[config.mk]
export PLATFORM = sky130hd
export DESIGN_NAME = rr_grant_ctrl
export DESIGN_NICKNAME = d
export VERILOG_FILES = /design/src/rtl/rr_grant_ctrl.sv
export SDC_FILE = /design/constraint.sdc
export NUM_CORES = 1
export LEC_CHECK = 0
export CAP_MARGIN = 20
export CORE_MARGIN = 3
export CORE_UTILIZATION = 52
export DETAILED_ROUTE_END_ITERATION = 8
export PLACE_DENSITY = 0.81
export SETUP_SLACK_MARGIN = 0.05
export SLEW_MARGIN = 5
export SYNTH_ARGS = -nofsm -noshare
export SYNTH_HDL_FRONTEND = slang
export SYNTH_SLANG_ARGS = --single-unit
[constraint.sdc]
create_clock -name clock -period 2.3 [get_ports clock]
set_input_delay 0.46 -clock clock [delete_from_list [all_inputs] [get_ports clock]]
set_output_delay 0.46 -clock clock [all_outputs]
set_load 0.1 [all_outputs]
[src/rtl/rr_grant_ctrl.sv]
// Round-robin grant controller: exclusive one-hot grants with a mandatory idle
// gap between holders and a hold timer that preempts long contended grants.

module rr_grant_lane #(
    parameter int ID_W = 2,
    parameter int IDX  = 0
) (
    input  logic [ID_W-1:0] i_ptr,
    input  logic [ID_W-1:0] i_k,
    output logic            o_hi,
    output logic            o_sel
);
    // o_hi marks lanes at or after the pointer (first half of the circular search)
    assign o_hi  = (ID_W'(IDX) >= i_ptr);
    assign o_sel = (ID_W'(IDX) == i_k);
endmodule

module rr_grant_ctrl #(
    parameter  int N        = 4,
    parameter  int HOLD_MAX = 8,
    localparam int ID_W     = $clog2(N)
) (
    input  logic            clock,
    input  logic            reset,
    input  logic [N-1:0]    i_req,
    input  logic [N-1:0]    i_rel,
    output logic [N-1:0]    o_gnt,
    output logic [ID_W-1:0] o_gnt_id,
    output logic            o_busy,
    output logic            o_preempt
);
    typedef enum logic {IDLE, GRANT} state_t;

    state_t          r_state, w_state_nxt;
    logic [ID_W-1:0] r_k, w_k_nxt;
    logic [ID_W-1:0] r_ptr, w_ptr_nxt;
    logic [7:0]      r_cnt, w_cnt_nxt;
    logic [N-1:0]    r_gnt, w_gnt_nxt;
    logic            r_preempt, w_preempt_nxt;

    logic [N-1:0]    w_hi_mask;
    logic [N-1:0]    w_k_onehot;
    logic [N-1:0]    w_req_hi;
    logic [ID_W-1:0] w_sel_hi, w_sel_any, w_sel;
    logic [N-1:0]    w_others;
    logic            w_rel_k, w_drop_k, w_timeout, w_release;
    logic [ID_W-1:0] w_k_inc;

    genvar g;
    generate
        for (g = 0; g < N; g++) begin : g_lane
            rr_grant_lane #(.ID_W(ID_W), .IDX(g)) u_lane (
                .i_ptr (r_ptr),
                .i_k   (r_k),
                .o_hi  (w_hi_mask[g]),
                .o_sel (w_k_onehot[g])
            );
        end
    endgenerate

    assign w_req_hi = i_req & w_hi_mask;

    // Lowest index wins inside each half; the upper half (>= ptr) takes precedence.
    always_comb begin
        w_sel_hi  = '0;
        w_sel_any = '0;
        for (int i = N - 1; i >= 0; i--) begin
            if (w_req_hi[i]) w_sel_hi  = ID_W'(i);
            if (i_req[i])    w_sel_any = ID_W'(i);
        end
    end

    assign w_sel     = (|w_req_hi) ? w_sel_hi : w_sel_any;
    assign w_others  = i_req & ~w_k_onehot;
    assign w_rel_k   = |(i_rel & w_k_onehot);
    assign w_drop_k  = ~|(i_req & w_k_onehot);
    assign w_timeout = (|w_others) && (r_cnt == 8'(HOLD_MAX - 1));
    assign w_release = w_rel_k | w_drop_k | w_timeout;
    assign w_k_inc   = (r_k == ID_W'(N - 1)) ? '0 : r_k + ID_W'(1);

    always_comb begin
        w_state_nxt   = r_state;
        w_k_nxt       = r_k;
        w_ptr_nxt     = r_ptr;
        w_cnt_nxt     = r_cnt;
        w_gnt_nxt     = r_gnt;
        w_preempt_nxt = 1'b0;
        case (r_state)
            IDLE: begin
                w_gnt_nxt = '0;
                if (|i_req) begin
                    w_k_nxt     = w_sel;
                    w_gnt_nxt   = {{(N-1){1'b0}}, 1'b1} << w_sel;
                    w_cnt_nxt   = '0;
                    w_state_nxt = GRANT;
                end
            end
            GRANT: begin
                if (w_release) begin
                    w_gnt_nxt     = '0;
                    w_k_nxt       = '0;
                    w_ptr_nxt     = w_k_inc;
                    w_state_nxt   = IDLE;
                    w_preempt_nxt = w_timeout & ~w_rel_k & ~w_drop_k;
                end else if (|w_others && r_cnt != 8'hFF) begin
                    w_cnt_nxt = r_cnt + 8'd1;
                end
            end
            default: w_state_nxt = IDLE;
        endcase
    end

    always_ff @(posedge clock or posedge reset) begin
        if (reset) begin
            r_state   <= IDLE;
            r_k       <= '0;
            r_ptr     <= '0;
            r_cnt     <= '0;
            r_gnt     <= '0;
            r_preempt <= 1'b0;
        end else begin
            r_state   <= w_state_nxt;
            r_k       <= w_k_nxt;
            r_ptr     <= w_ptr_nxt;
            r_cnt     <= w_cnt_nxt;
            r_gnt     <= w_gnt_nxt;
            r_preempt <= w_preempt_nxt;
        end
    end

    assign o_gnt     = r_gnt;
    assign o_gnt_id  = r_k;
    assign o_busy    = |r_gnt;
    assign o_preempt = r_preempt;
endmodule

Word-level counts from Yosys, hierarchy flattened
Index checks and enable logic that the tools add are counted.
Widths: inputs -> output; s select.
{"block": "totals", "regBits": 18, "input_bits": 10, "output_inout_bits": 8}
{"block": "op_classes", "addsub": 2, "order_cmp": 4, "eq_ne": 10, "shifts": 1, "n_mux": 25, "n_bitwise": 11, "reduce_logical": 13}
{"op": "$mux 2", "n": 12}
{"op": "$mux 8", "n": 3}
{"op": "$reduce_or 4->1", "n": 6}
{"op": "$and 4x4->4", "n": 4}
{"op": "$pmux 8 s2", "n": 1}
{"op": "$add 8x1->8 const B", "n": 1}
{"op": "$eq 8x3->1 const B", "n": 1}
{"op": "$mux 4", "n": 2}
{"op": "$ne 8x8->1 const B", "n": 1}
{"op": "$pmux 4 s2", "n": 1}
{"op": "$eq 2x2->1 const A", "n": 2}
{"op": "$ge 1x2->1 const A", "n": 2}
{"op": "$ge 2x2->1 const A", "n": 2}
{"op": "$mux 1", "n": 4}
{"op": "$ne 2x1->1 const B", "n": 2}
{"op": "$ne 2x2->1 const B", "n": 2}
{"op": "$not 4->4", "n": 1}
{"op": "$pmux 2 s2", "n": 1}
{"op": "$reduce_and 2->1", "n": 2}
{"op": "$shl 1x2->4 const A", "n": 1}
{"op": "$reduce_and 3->1", "n": 1}
{"op": "$add 2x1->2 const B", "n": 1}
{"op": "$and 1x1->1", "n": 2}
{"op": "$eq 1x2->1 const A", "n": 1}
{"op": "7 further kinds", "n": 10}

Depth between registers and ports, before layout
Gate-level depths: netlist of run 1.
{"block": "logic_depth", "word_depth": 10, "depth_mapped": 8, "ltp_nobuf": 7}

Cells and area by module
A second synthesis of run 1 with hierarchy kept.
{"block": "unflattened", "hier_cells": 118, "area_unflattened_um2": 1133.6}
{"mod": "rr_grant_ctrl", "n_inst": 1, "cells_each": 109, "area_per_inst_um2": 1073.5}
{"mod": "rr_grant_lane (g_lane[1].u_lane ...)", "n_inst": 2, "cells_each": 2, "area_per_inst_um2": 17.5}
{"mod": "rr_grant_lane (g_lane[3].u_lane)", "n_inst": 1, "cells_each": 3, "area_per_inst_um2": 17.5}
{"mod": "rr_grant_lane (g_lane[0].u_lane)", "n_inst": 1, "cells_each": 2, "area_per_inst_um2": 7.5}

Least setup slack after synthesis of run 1
OpenSTA, ideal clock, no wires.
{"block": "synth_path", "kind": "flip-flop to flip-flop", "from": "reg r_k[0], in the netlist o_gnt_id[0]", "to": "reg r_cnt[5]", "setup_time_ns": 0.126, "arrival_ns": 2.518, "required_ns": 2.174, "setup_slack_ns": -0.344, "stages_incl_launch_ff": 9, "path_buffers": 1, "synth_period_minus_slack_ns": 2.644, "cell_sequence": "dfrtp_1 > inv_1 > ha_1 > a22oi_1 > o2111ai_1 > and4bb_1 > buf_4 > nor2_2 > a221o_1"}
{"block": "synth_between", "elab_chain_len": 8, "elab_cells_between_ends": 19}
{"item": "start: declaration", "line": "35", "source": "logic [ID_W-1:0] r_k, w_k_nxt;"}
{"item": "start signal: assignment", "line": "123", "source": "r_k <= w_k_nxt;"}
{"item": "$eq 1x2->1, or another cell as far along", "line": "15", "source": "assign o_sel = (ID_W'(IDX) == i_k);"}
{"item": "$and 4x4->4 or $not 4->4 (tied branches)", "line": "76, 74"}
{"item": "$reduce_or 4->1 or $and 4x4->4 (tied branches)", "line": "76, 74"}
{"item": "$logic_not 1->1 or $reduce_or 4->1 (tied branches)", "line": "76, 77, 105"}
{"item": "$or 1x1->1 or $logic_and 1x1->1 (tied branches)", "line": "78, 77"}
{"item": "$or 1x1->1", "line": "78", "source": "assign w_release = w_rel_k | w_drop_k | w_timeout;"}
{"item": "$ne 2x2->1 (no source line)"}
{"item": "$reduce_and 3->1 (no source line) *"}
{"item": "end signal: assignment", "line": "125", "source": "r_cnt <= w_cnt_nxt;"}
{"item": "end: declaration", "line": "37", "source": "logic [7:0] r_cnt, w_cnt_nxt;"}
Every way passes the cells marked *; elsewhere a longest branch is shown, timed or not.
A chain may end at the register's enable or synchronous reset.

Worst setup path in the final report of run 1
{"block": "layout_path", "from": "reg r_k[0], in the netlist o_gnt_id[0]", "to": "reg r_cnt[4]"}
The elaborated chain is that of the path after synthesis.

==> out/results.ini, run 1 <==
[outcome]
run_status = completed

[floorplanning]
core_area_um2 = 1980
die_h_um = 52.0
start_util_pct = 55.4
rows = 16
ioPinCount = 18
dieWidth_um = 52.0
die-area_um2 = 2700

[worst_hold_path]
hold_class = input pin to asynchronous set/reset pin

[cts]
cts_tree = built
cts-buffers-inserted = 3
clkLatencyLatePin_ns = 0.30
clock-sinks = 18
htree_levels = 1
hold_buffers = 0
cts.clk_slew.worst_paths_ns = 0.11
cts-root-buf = clkbuf_4
cts.path.max_buffers = 2

[timing]
fin_skew_ns = 0.00516
timing.final.crit_share_pct = 93.1
holdWs_ns = 0.545
final_hold_viol_count = 0
fmax_ghz = 0.467
timing.final.ws_setup_ns = 0.160
drv_slew = 0
grt_setup_unrepaired = no
tightest_slew_ns = 0.665
fin_crit_ns = 2.14
finalSetupTns_ns = 0
relSlewSlack_pct = 55.6
finalSetupViolations = 0

[placement]
placed_area_um2 = 1340
gp_congestion = 0.858
dp_cells = 159
port_buffers = 17
dp_hpwl_mm = 1.87
place_ws_ns = -0.0706

[routing]
first_pass_iters = 4
wire_per_inst_um = 15.3
top_layer_used = met4
vias = 996
drt-total-wl_mm = 2.49
wl_met3_um = 106
wl_met1_mm = 1.12
ant_nets = 0
drt_iter0_drc = 19
drc = 0
wl_met2_mm = 1.25
viasPerCell = 6.11

[worst_setup_path]
startpoint_type = flop
required_ns = 2.52
r2r_cells = 6
critPathMaxFanout = 10
r2r_setup_slack_ns = 0.16
r2r-start = o_gnt_id[0]
r2r-end = r_cnt[4]
worstSetupEndpointType = flop
arrival_ns = 2.36
critPathKind = flop to flop

[synth]
syn_area_um2 = 1100
ys_seq_area_share_pct = 41.0
synthCells = 111
yosys_warnings = 0
syn_avg_cell_area_um2 = 9.90
synthDominantCellAreaShare_pct = 41.0
yosys-top-cells-count = dfrtp_1 (18), inv_1 (8), nand2_1 (8)
yosysTopAreaCell = dfrtp_1
synth_area_leaders = dfrtp_1 (41%), ha_1 (5.7%), a22o_1 (3.2%)
synth_edf_count = 0
ys_types = 42
yosysMostFrequentCell = dfrtp_1
synth_fp_nets = 126
synth_seq_cells = 18
async_reset_ff_share_pct = 100
synth_flop_cell = dfrtp_1

[global_route]
grt_antenna_before_repair = 0
grt_pass1_wl_mm = 4.13
overflow = 0
track_usage_pct = 20.4
grt_pass1_vias = 963
grt_max_degree = 19

[final_layout]
diodes = 0
final_nets = 152
drive_above_1_share_pct = 26.5
final_cells = 163
syn2layout_area_growth_pct = 26.2
utilization_pct = 69.9
final_area_um2 = 1390

[run]
maxCapViolations = 0

[power_and_ir_drop]
leakage_nw = 0.622
powerDensity_nw_per_um2 = 1360
p_total_mw = 1.89
max-vdd-ir-drop_mv = 1.11

[cell families (layout without fill, tap and decap cells)]
kind of cell	after synthesis	in the layout	share of synthesized area, %
flip-flops	18	18	41.0
AO/OA/AOI/OAI	34	34	25.6
AND/OR/NAND/NOR	38	38	19.2
multiplexers	4	4	3.99
adder cells (fa/ha/maj)	5	5	5.69
buffers and inverters	12	37	4.44
[worst max-delay path by stage]
stage | start | endpoint | slack [ns] | depth (start not counted)
detailed placement | i_req[1] | r_cnt[3] | -0.07 | 6
global placement | i_req[1] | r_cnt[6] | -0.04 | 6
finish | o_gnt_id[0] | r_cnt[4] | 0.16 | 6
CTS | o_gnt_id[0] | r_cnt[5] | 0.05 | 6
global route | o_gnt_id[0] | r_cnt[5] | 0.05 | 7
floorplan | o_gnt_id[1] | r_cnt[5] | 0.08 | 8
[per-layer routing]
layer  global-route usage (%)  up-vias
met5                        0        -
li1                         -      469
met1                     27.2      491
met3                     3.15        2
met2                     32.4       34
met4                     8.73        0
[sequential cells by signal (all words and copies together), names as in the netlist]
name	cells
o_gnt	4
r_ptr	2
r_cnt	8
o_preempt	1
r_state	1
o_gnt_id	2
[critical path: stages, from the launching register on]
cell       delay, ns
dfrtp_4         0.52
ha_1            0.29
a22o_4          0.28
o2111ai_1       0.21
and4bb_4        0.31
nand2b_1        0.23
a31oi_1         0.21
[where the power goes]
part | switching, mW | total (mW) | internal [mW]
combinational | 0.798 | 1.20 | 0.398
clock | 0.104 | 0.201 | 0.0965
sequential | 0.0880 | 0.495 | 0.407
[cell type report]
class                   count  area (um2)
repair buffers             25         210
fillers                   162         596
inverters                   8        30.0
clock buffers               4        36.3
multi-input cells          81         618
flip-flops and latches     18         458
well taps                  27        33.8
[cells in the final DEF, fill, tap and decap left out, types with 2 or more instances in the layout]
cell,synthesis,final
nor2b_1,3,3
inv_1,8,8
o2bb2ai_1,2,2
buf_4,1,16
a31o_2,2,2
clkbuf_4,0,3
nand3_1,3,3
dfrtp_4,0,2
dfrtp_1,18,16
a41oi_1,2,2
nor4_1,4,4
a21oi_1,3,3
nor3_1,3,3
nand2b_1,2,2
clkdlybuf4s50_1,0,9
a31oi_1,5,5
nand2_1,8,8
ha_1,5,4
mux2_2,3,3
a22o_1,4,4
nor2_1,6,6
o22ai_1,2,2
[what timing repair did]
action | 4_1_cts | 5_1_grt
endpoints found under the hold margin | 0 | 0
pin swaps | 0 | 1
setup buffers | 0 | 0
endpoints found under the setup margin | 5 | 8
resized for setup | 1 | 4
(Power assumes the default switching activity.)
==> inputs of run 2 (changes only) <==
ABC_AREA = 1   (was not set)
CORE_MARGIN = not set   (was 3)
CORE_UTILIZATION = 54   (was 52)
PLACE_DENSITY = 0.82   (was 0.81)
==> out/results.ini, run 2 <==
[outcome]
run_status = completed  ; unchanged

[timing]
grt_setup_unrepaired = no  ; unchanged
timing.final.crit_share_pct = 84.6  ; was 93.1%
fin_crit_ns = 1.95  ; was 2.14 ns
fmax_ghz = 0.514  ; was 0.467 GHz
fin_skew_ns = 0.00433  ; was 0.00516 ns
final_hold_viol_count = 0  ; unchanged
finalSetupTns_ns = 0  ; unchanged
finalSetupViolations = 0  ; unchanged
drv_slew = 0  ; unchanged
relSlewSlack_pct = 54.2  ; was 55.6%
tightest_slew_ns = 0.687  ; was 0.665 ns

[synth]
synth_area_leaders = dfrtp_1 (34%), nand2_1 (15%), nand3_1 (9.8%)  ; was dfrtp_1 (41%), ha_1 (5.7%), a22o_1 (3.2%)
synthCells = 187  ; was 111
ys_seq_area_share_pct = 33.9  ; was 41.0%
yosysMostFrequentCell = nand2_1  ; was dfrtp_1
yosys_warnings = 0  ; unchanged
syn_area_um2 = 1330  ; was 1100 um2
yosysTopAreaCell = dfrtp_1  ; unchanged
synth_seq_cells = 18  ; unchanged
synth_fp_nets = 202  ; was 126
synth_edf_count = 0  ; unchanged
synthDominantCellAreaShare_pct = 33.9  ; was 41.0%
syn_avg_cell_area_um2 = 7.11  ; was 9.90 um2
yosys-top-cells-count = nand2_1 (52), nand3_1 (26), inv_1 (20)  ; was dfrtp_1 (18), inv_1 (8), nand2_1 (8)
synth_flop_cell = dfrtp_1  ; unchanged
ys_types = 26  ; was 42
async_reset_ff_share_pct = 100  ; unchanged

[power_and_ir_drop]
max-vdd-ir-drop_mv = 1.37  ; was 1.11 mV
power.switching_mw = 1.27  ; was 990 uW
leakage_nw = 0.816  ; was 0.622 nW
pwr-share-seq_pct = 25.0  ; was 26.2%
clockPowerShare_pct = 9.6  ; was 10.6%
powerDensity_nw_per_um2 = 1410  ; was 1360 nW/um2
p_sw_share_pct = 58.7  ; was 52.3%
power.internal_uw = 893  ; was 901 uW
p_total_mw = 2.16  ; was 1.89 mW
combPwrFrac_pct = 65.4  ; was 63.2%

[floorplanning]
die-area_um2 = 2670  ; was 2700 um2
rows = 17  ; was 16
ioPinCount = 18  ; unchanged
dieWidth_um = 51.6  ; was 52.0 um
core_area_um2 = 2280  ; was 1980 um2
start_util_pct = 58.4  ; was 55.4%
die_h_um = 51.6  ; was 52.0 um

[routing]
drt-total-wl_mm = 3.01  ; was 2.49 mm
wire_per_inst_um = 12.9  ; was 15.3 um
first_pass_iters = 4  ; unchanged
drt_iter0_drc = 58  ; was 19
vias = 1256  ; was 996
drc = 0  ; unchanged
ant_nets = 0  ; unchanged
viasPerCell = 5.37  ; was 6.11

[global_route]
track_usage_pct = 25.8  ; was 20.4%
grt_max_degree = 19  ; unchanged
grt_pass1_wl_mm = 5.10  ; was 4.13 mm
overflow = 0  ; unchanged
grt_antenna_before_repair = 0  ; unchanged
grt_pass1_vias = 1182  ; was 963

[worst_setup_path]
startpoint_type = flop  ; unchanged
r2r_cells = 11  ; was 6
required_ns = 1.84  ; was 2.52 ns
critPathKind = flop to output port  ; was flop to flop
worstSetupEndpointType = output port  ; was flop
r2r_setup_slack_ns = 0.56  ; was 0.16 ns
arrival_ns = 1.49  ; was 2.36 ns
r2r-end = r_cnt[4]  ; unchanged
crit_path_end = o_busy  ; was r_cnt[4]
critPathMaxFanout = 3  ; was 10
r2r-start = o_gnt_id[0]  ; unchanged
cp-startpoint = o_gnt[0]  ; was o_gnt_id[0]

[final_layout]
final_area_um2 = 1540  ; was 1390 um2
final_common_cell = nand2_1
drive_above_1_share_pct = 19.4  ; was 26.5%
final_cell_mix = nand2_1 (52), nand3_1 (26), inv_1 (20), nor2_1 (18), dfrtp_1 (18)  ; was dfrtp_1 (16), buf_4 (16), clkdlybuf4s50_1 (9), inv_1 (8), nand2_1 (8)
seq_area_um2 = 450  ; was 458 um2
syn2layout_area_growth_pct = 15.5  ; was 26.2%
final_nets = 222  ; was 152
largest_register = r_cnt  ; unchanged
largest_reg_flops = 8  ; unchanged
diodes = 0  ; unchanged
fill_cells = 200  ; was 162
multi_input_area_um2 = 756  ; was 618 um2

[cts]
postCtsResizedCells = 0  ; was 1
cts_tree = built  ; unchanged
cts-root-buf = clkbuf_4  ; unchanged
cts-buffers-inserted = 3  ; unchanged
htree_levels = 1  ; unchanged
cts.clk_slew.worst_paths_ns = 0.11  ; about the same
hold_buffers = 0  ; unchanged
clock-sinks = 18  ; unchanged
cts.path.max_buffers = 2  ; unchanged
cts_setup_buffers = 0  ; unchanged
clkLatencyLatePin_ns = 0.30  ; about the same

[run]
maxCapViolations = 0  ; unchanged

[placement]
placed_area_um2 = 1500  ; was 1340 um2
dp_hpwl_mm = 2.29  ; was 1.87 mm
port_buffers = 17  ; unchanged
gp_congestion = 0.883  ; was 0.858

[worst_hold_path]
hold_class = flop to flop  ; was input pin to asynchronous set/reset pin

[run 2: cell count changes after synthesis, sizes merged, moves of 4 or more]
cell / change
nor2b: -4
inv: +16
nor2: +16
nand3: +26
a31oi: -4
nand2: +55
a22o: -5
o21ai: +4
nor4: -4
[run 2: worst min path at each step]
stage,end,cells after the start,from
detailed placement,o_gnt[2],2,o_gnt[2]
CTS,o_gnt[2],2,o_gnt[2]
floorplan,o_gnt[0],1,reset
finish,o_gnt[2],2,o_gnt[2]
global placement,o_gnt[0],2,o_gnt[0]
global route,o_gnt[0],2,o_gnt[0]
[run 2: cell families after synthesis]
family                     after synthesis  synth area share (%)
adders and majority gates                5                  4.70
DFF                                     18                  33.9
AOI/OAI and AO/OA                       11                  4.80
buffers and inverters                   29                  9.59
and+or+nand+nor                        124                  47.0
[run 2: metrics by stage]
step           worst slack (ns)  hold slack [ns]  utilization [%]  std cells
2_1_floorplan            0.0836            0.399                -        187
5_1_grt                   0.313            0.569             67.5        234
3_3_place_gp              0.438            0.489             65.9        230
4_1_cts                   0.342            0.520             67.5        234
6_report                  0.354            0.524             67.5        234
3_5_place_dp              0.381            0.492             65.9        230
[run 2: critical path: stages, from the launching register on]
cell,delay (ns)
dfrtp_1,0.41
or4_4,0.53
buf_4,0.24
[run 2: layout make-up]
cell class,instances,area share [%]
well taps,28,2.28
flip-flops and latches,18,29.3
repair buffers,19,10.7
clock buffers,4,2.36
multi-input cells,140,49.2
inverters,25,6.11
[run 2: power groups by stage]
stage          combinational [mW]  clock [mW]  sequential, mW
2_1_floorplan               0.839           0           0.819
3_3_place_gp                 1.38           0           0.539
3_5_place_dp                 1.41           0           0.545
4_1_cts                      1.42       0.208           0.539
5_1_grt                      1.53       0.218           0.558
6_report                     1.41       0.207           0.541
[run 2: layer usage]
metal	track usage, %	routed length (um)	part of all wire [%]
met2	46.3	1440	48
met3	5.26	179	5.9
met4	6.31	21	0.70
met5	0	0	0
met1	31.1	1370	46
==> inputs of run 3 (changes only) <==
CORE_UTILIZATION = 49   (was 54)
PLACE_DENSITY = 0.78   (was 0.82)
clock period = 1.65 ns   (was 2.3 ns; I/O delays follow)
==> out/results.ini, run 3 (same netlist as run 2, synthesis figures left out) <==
[cts]
cts_tree = built  ; unchanged
clkLatencyLatePin_ns = 0.29  ; was 0.30 ns
cts-buffers-inserted = 3  ; unchanged
htree_levels = 1  ; unchanged
cts.clk_slew.worst_paths_ns = 0.10  ; was 0.11 ns
cts-root-buf = clkbuf_4  ; unchanged
cts.path.max_buffers = 2  ; unchanged
clock-sinks = 18  ; unchanged

[run]
maxCapViolations = 0  ; unchanged

[power_and_ir_drop]
leakage_nw = 0.936  ; was 0.816 nW
clockPowerShare_pct = 6.8  ; was 9.6%
combPwrFrac_pct = 73.7  ; was 65.4%
power.switching_mw = 2.13  ; was 1.27 mW
max-vdd-ir-drop_mv = 2.07  ; was 1.37 mV
powerDensity_nw_per_um2 = 2000  ; was 1410 nW/um2
pwr-share-seq_pct = 19.5  ; was 25.0%
power.internal_mw = 1.84  ; was 893 uW
p_sw_share_pct = 53.7  ; was 58.7%
p_total_mw = 3.97  ; was 2.16 mW

[routing]
vias = 1358  ; was 1256
viasPerCell = 5.41  ; was 5.37
top_layer_used = met4  ; unchanged
wl_met2_mm = 1.85  ; was 1.44 mm
ant_nets = 0  ; unchanged
drc = 0  ; unchanged
drt_iter0_drc = 28  ; was 58
wl_met3_um = 160  ; was 179 um
wl_met1_mm = 1.48  ; was 1.37 mm
drt-total-wl_mm = 3.53  ; was 3.01 mm
first_pass_iters = 4  ; unchanged
wire_per_inst_um = 14.1  ; was 12.9 um

[timing]
relSlewSlack_pct = 78.7  ; was 54.2%
timing.final.crit_share_pct = 107
drv_slew = 0  ; unchanged
fin_skew_ns = 0.000828  ; was 0.00433 ns
fin_crit_ns = 1.76
tightest_slew_ns = 0.319  ; was 0.687 ns
grt_setup_unrepaired = yes  ; was no
timing.final.ws_setup_ns = -0.114  ; was 0.354 ns
finalSetupViolations = 9  ; was 0
fmax_ghz = 0.567
holdWs_ns = 0.346  ; was 0.524 ns
final_hold_viol_count = 0  ; unchanged

[floorplanning]
die_h_um = 54.1  ; was 51.6 um
dieWidth_um = 54.1  ; was 51.6 um
die-area_um2 = 2930  ; was 2670 um2
start_util_pct = 52.7  ; was 58.4%
core_area_um2 = 2520  ; was 2280 um2
rows = 18  ; was 17
ioPinCount = 18  ; unchanged

[placement]
gp_congestion = 0.895  ; was 0.883
port_buffers = 17  ; unchanged
dp_hpwl_mm = 2.53  ; was 2.29 mm
dp_cells = 240  ; was 230

[global_route]
grt_antenna_before_repair = 0  ; unchanged
grt_max_degree = 19  ; unchanged
grt_pass1_vias = 1212  ; was 1182
overflow = 0  ; unchanged
track_usage_pct = 25.0  ; was 25.8%
grt_pass1_wl_mm = 5.22  ; was 5.10 mm

[worst_setup_path]
required_ns = 1.32  ; was 1.84 ns
worstSetupEndpointType = output port  ; unchanged
startpoint_type = flop  ; unchanged
arrival_ns = 1.43  ; was 1.49 ns
r2r_cells = 12  ; was 11
critPathMaxFanout = 2  ; was 3
critPathKind = flop to output port  ; unchanged

[outcome]
run_status = finished with violations  ; was completed
violations = setup timing

[final_layout]
multi_input_area_um2 = 962  ; was 756 um2
fill_cells = 169  ; was 200
final_nets = 237  ; was 222
largest_reg_flops = 8  ; unchanged
largest_register = r_cnt  ; unchanged
final_common_cell = nand2_1  ; unchanged
syn2layout_area_growth_pct = 49.5  ; was 15.5%
final_cell_mix = nand2_1 (37), nand2_2 (20), buf_4 (16), nor2_1 (15), nand3_2 (14)  ; was nand2_1 (52), nand3_1 (26), inv_1 (20), nor2_1 (18), dfrtp_1 (18)
seq_area_um2 = 465  ; was 450 um2
diodes = 0  ; unchanged
final_cells = 251  ; was 234
drive_above_1_share_pct = 49.3  ; was 19.4%

[worst_hold_path]
hold_class = input pin to asynchronous set/reset pin  ; was flop to flop

[run 3: cell count changes in the layout (fill, tap and decap cells not counted), sizes merged]
cell,before,now
buf,10,25
[run 3: worst paths after layout]
kind / from / end / slack [ns]
worst max register to register: o_gnt_id[0] / r_cnt[7] / -0.06
max in group asynchronous: reset / o_gnt_id[1] / 1.09
worst min-delay path: reset / r_cnt[6] / 0.35
min in group clock: o_gnt[2] / o_gnt[2] / 0.54
worst min register to register: o_gnt[2] / o_gnt[2] / 0.54
worst max-delay path: o_gnt[0] / o_busy / -0.11
[run 3: what timing repair did]
item                       CTS  global route
setup buffers                6             1
hold buffers                 0             0
gates resized for setup      3            31
setup endpoints to repair   11            17
pin swaps                    6            17
[run 3: power by group through the flow]
stage	sequential [mW]	combinational (mW)	clock (mW)
global route	0.793	3.11	0.295
detailed placement	0.815	2.52	0
floorplan	1.21	1.32	0
global placement	0.800	2.46	0
CTS	0.768	2.70	0.276
finish	0.775	2.93	0.268
[run 3: worst max-delay path, cell delays in order, from the launching register on]
cell	delay, ns
dfrtp_2	0.42
or4_4	0.54
buf_12	0.18
[run 3: per-layer routing]
metal	up-vias	GRT usage [%]
met2	37	43.4
met4	0	5.98
li1	668	-
met1	646	29.9
met3	7	7.63
met5	-	0
[run 3: stage by stage]
stage | area [um2] | utilization, % | setup TNS [ns] | setup WS, ns
finish | 1990 | 78.8 | -0.321 | -0.114
global route | 1990 | 78.8 | -1.40 | -0.157
CTS | 1890 | 75.0 | -0.147 | -0.126
detailed placement | 1800 | 71.3 | -1.35 | -0.123
global placement | 1800 | 71.3 | -0.546 | -0.0684
floorplan | 1470 | - | -0.163 | -0.0389
[run 3: area by class of cell]
cell class | instances | share of cell area [%]
clock buffer | 4 | 1.83
inverter | 25 | 5.29
multi-input combinational | 140 | 48.4
sequential | 18 | 23.4
tap | 30 | 1.89
timing repair buffer | 34 | 19.2
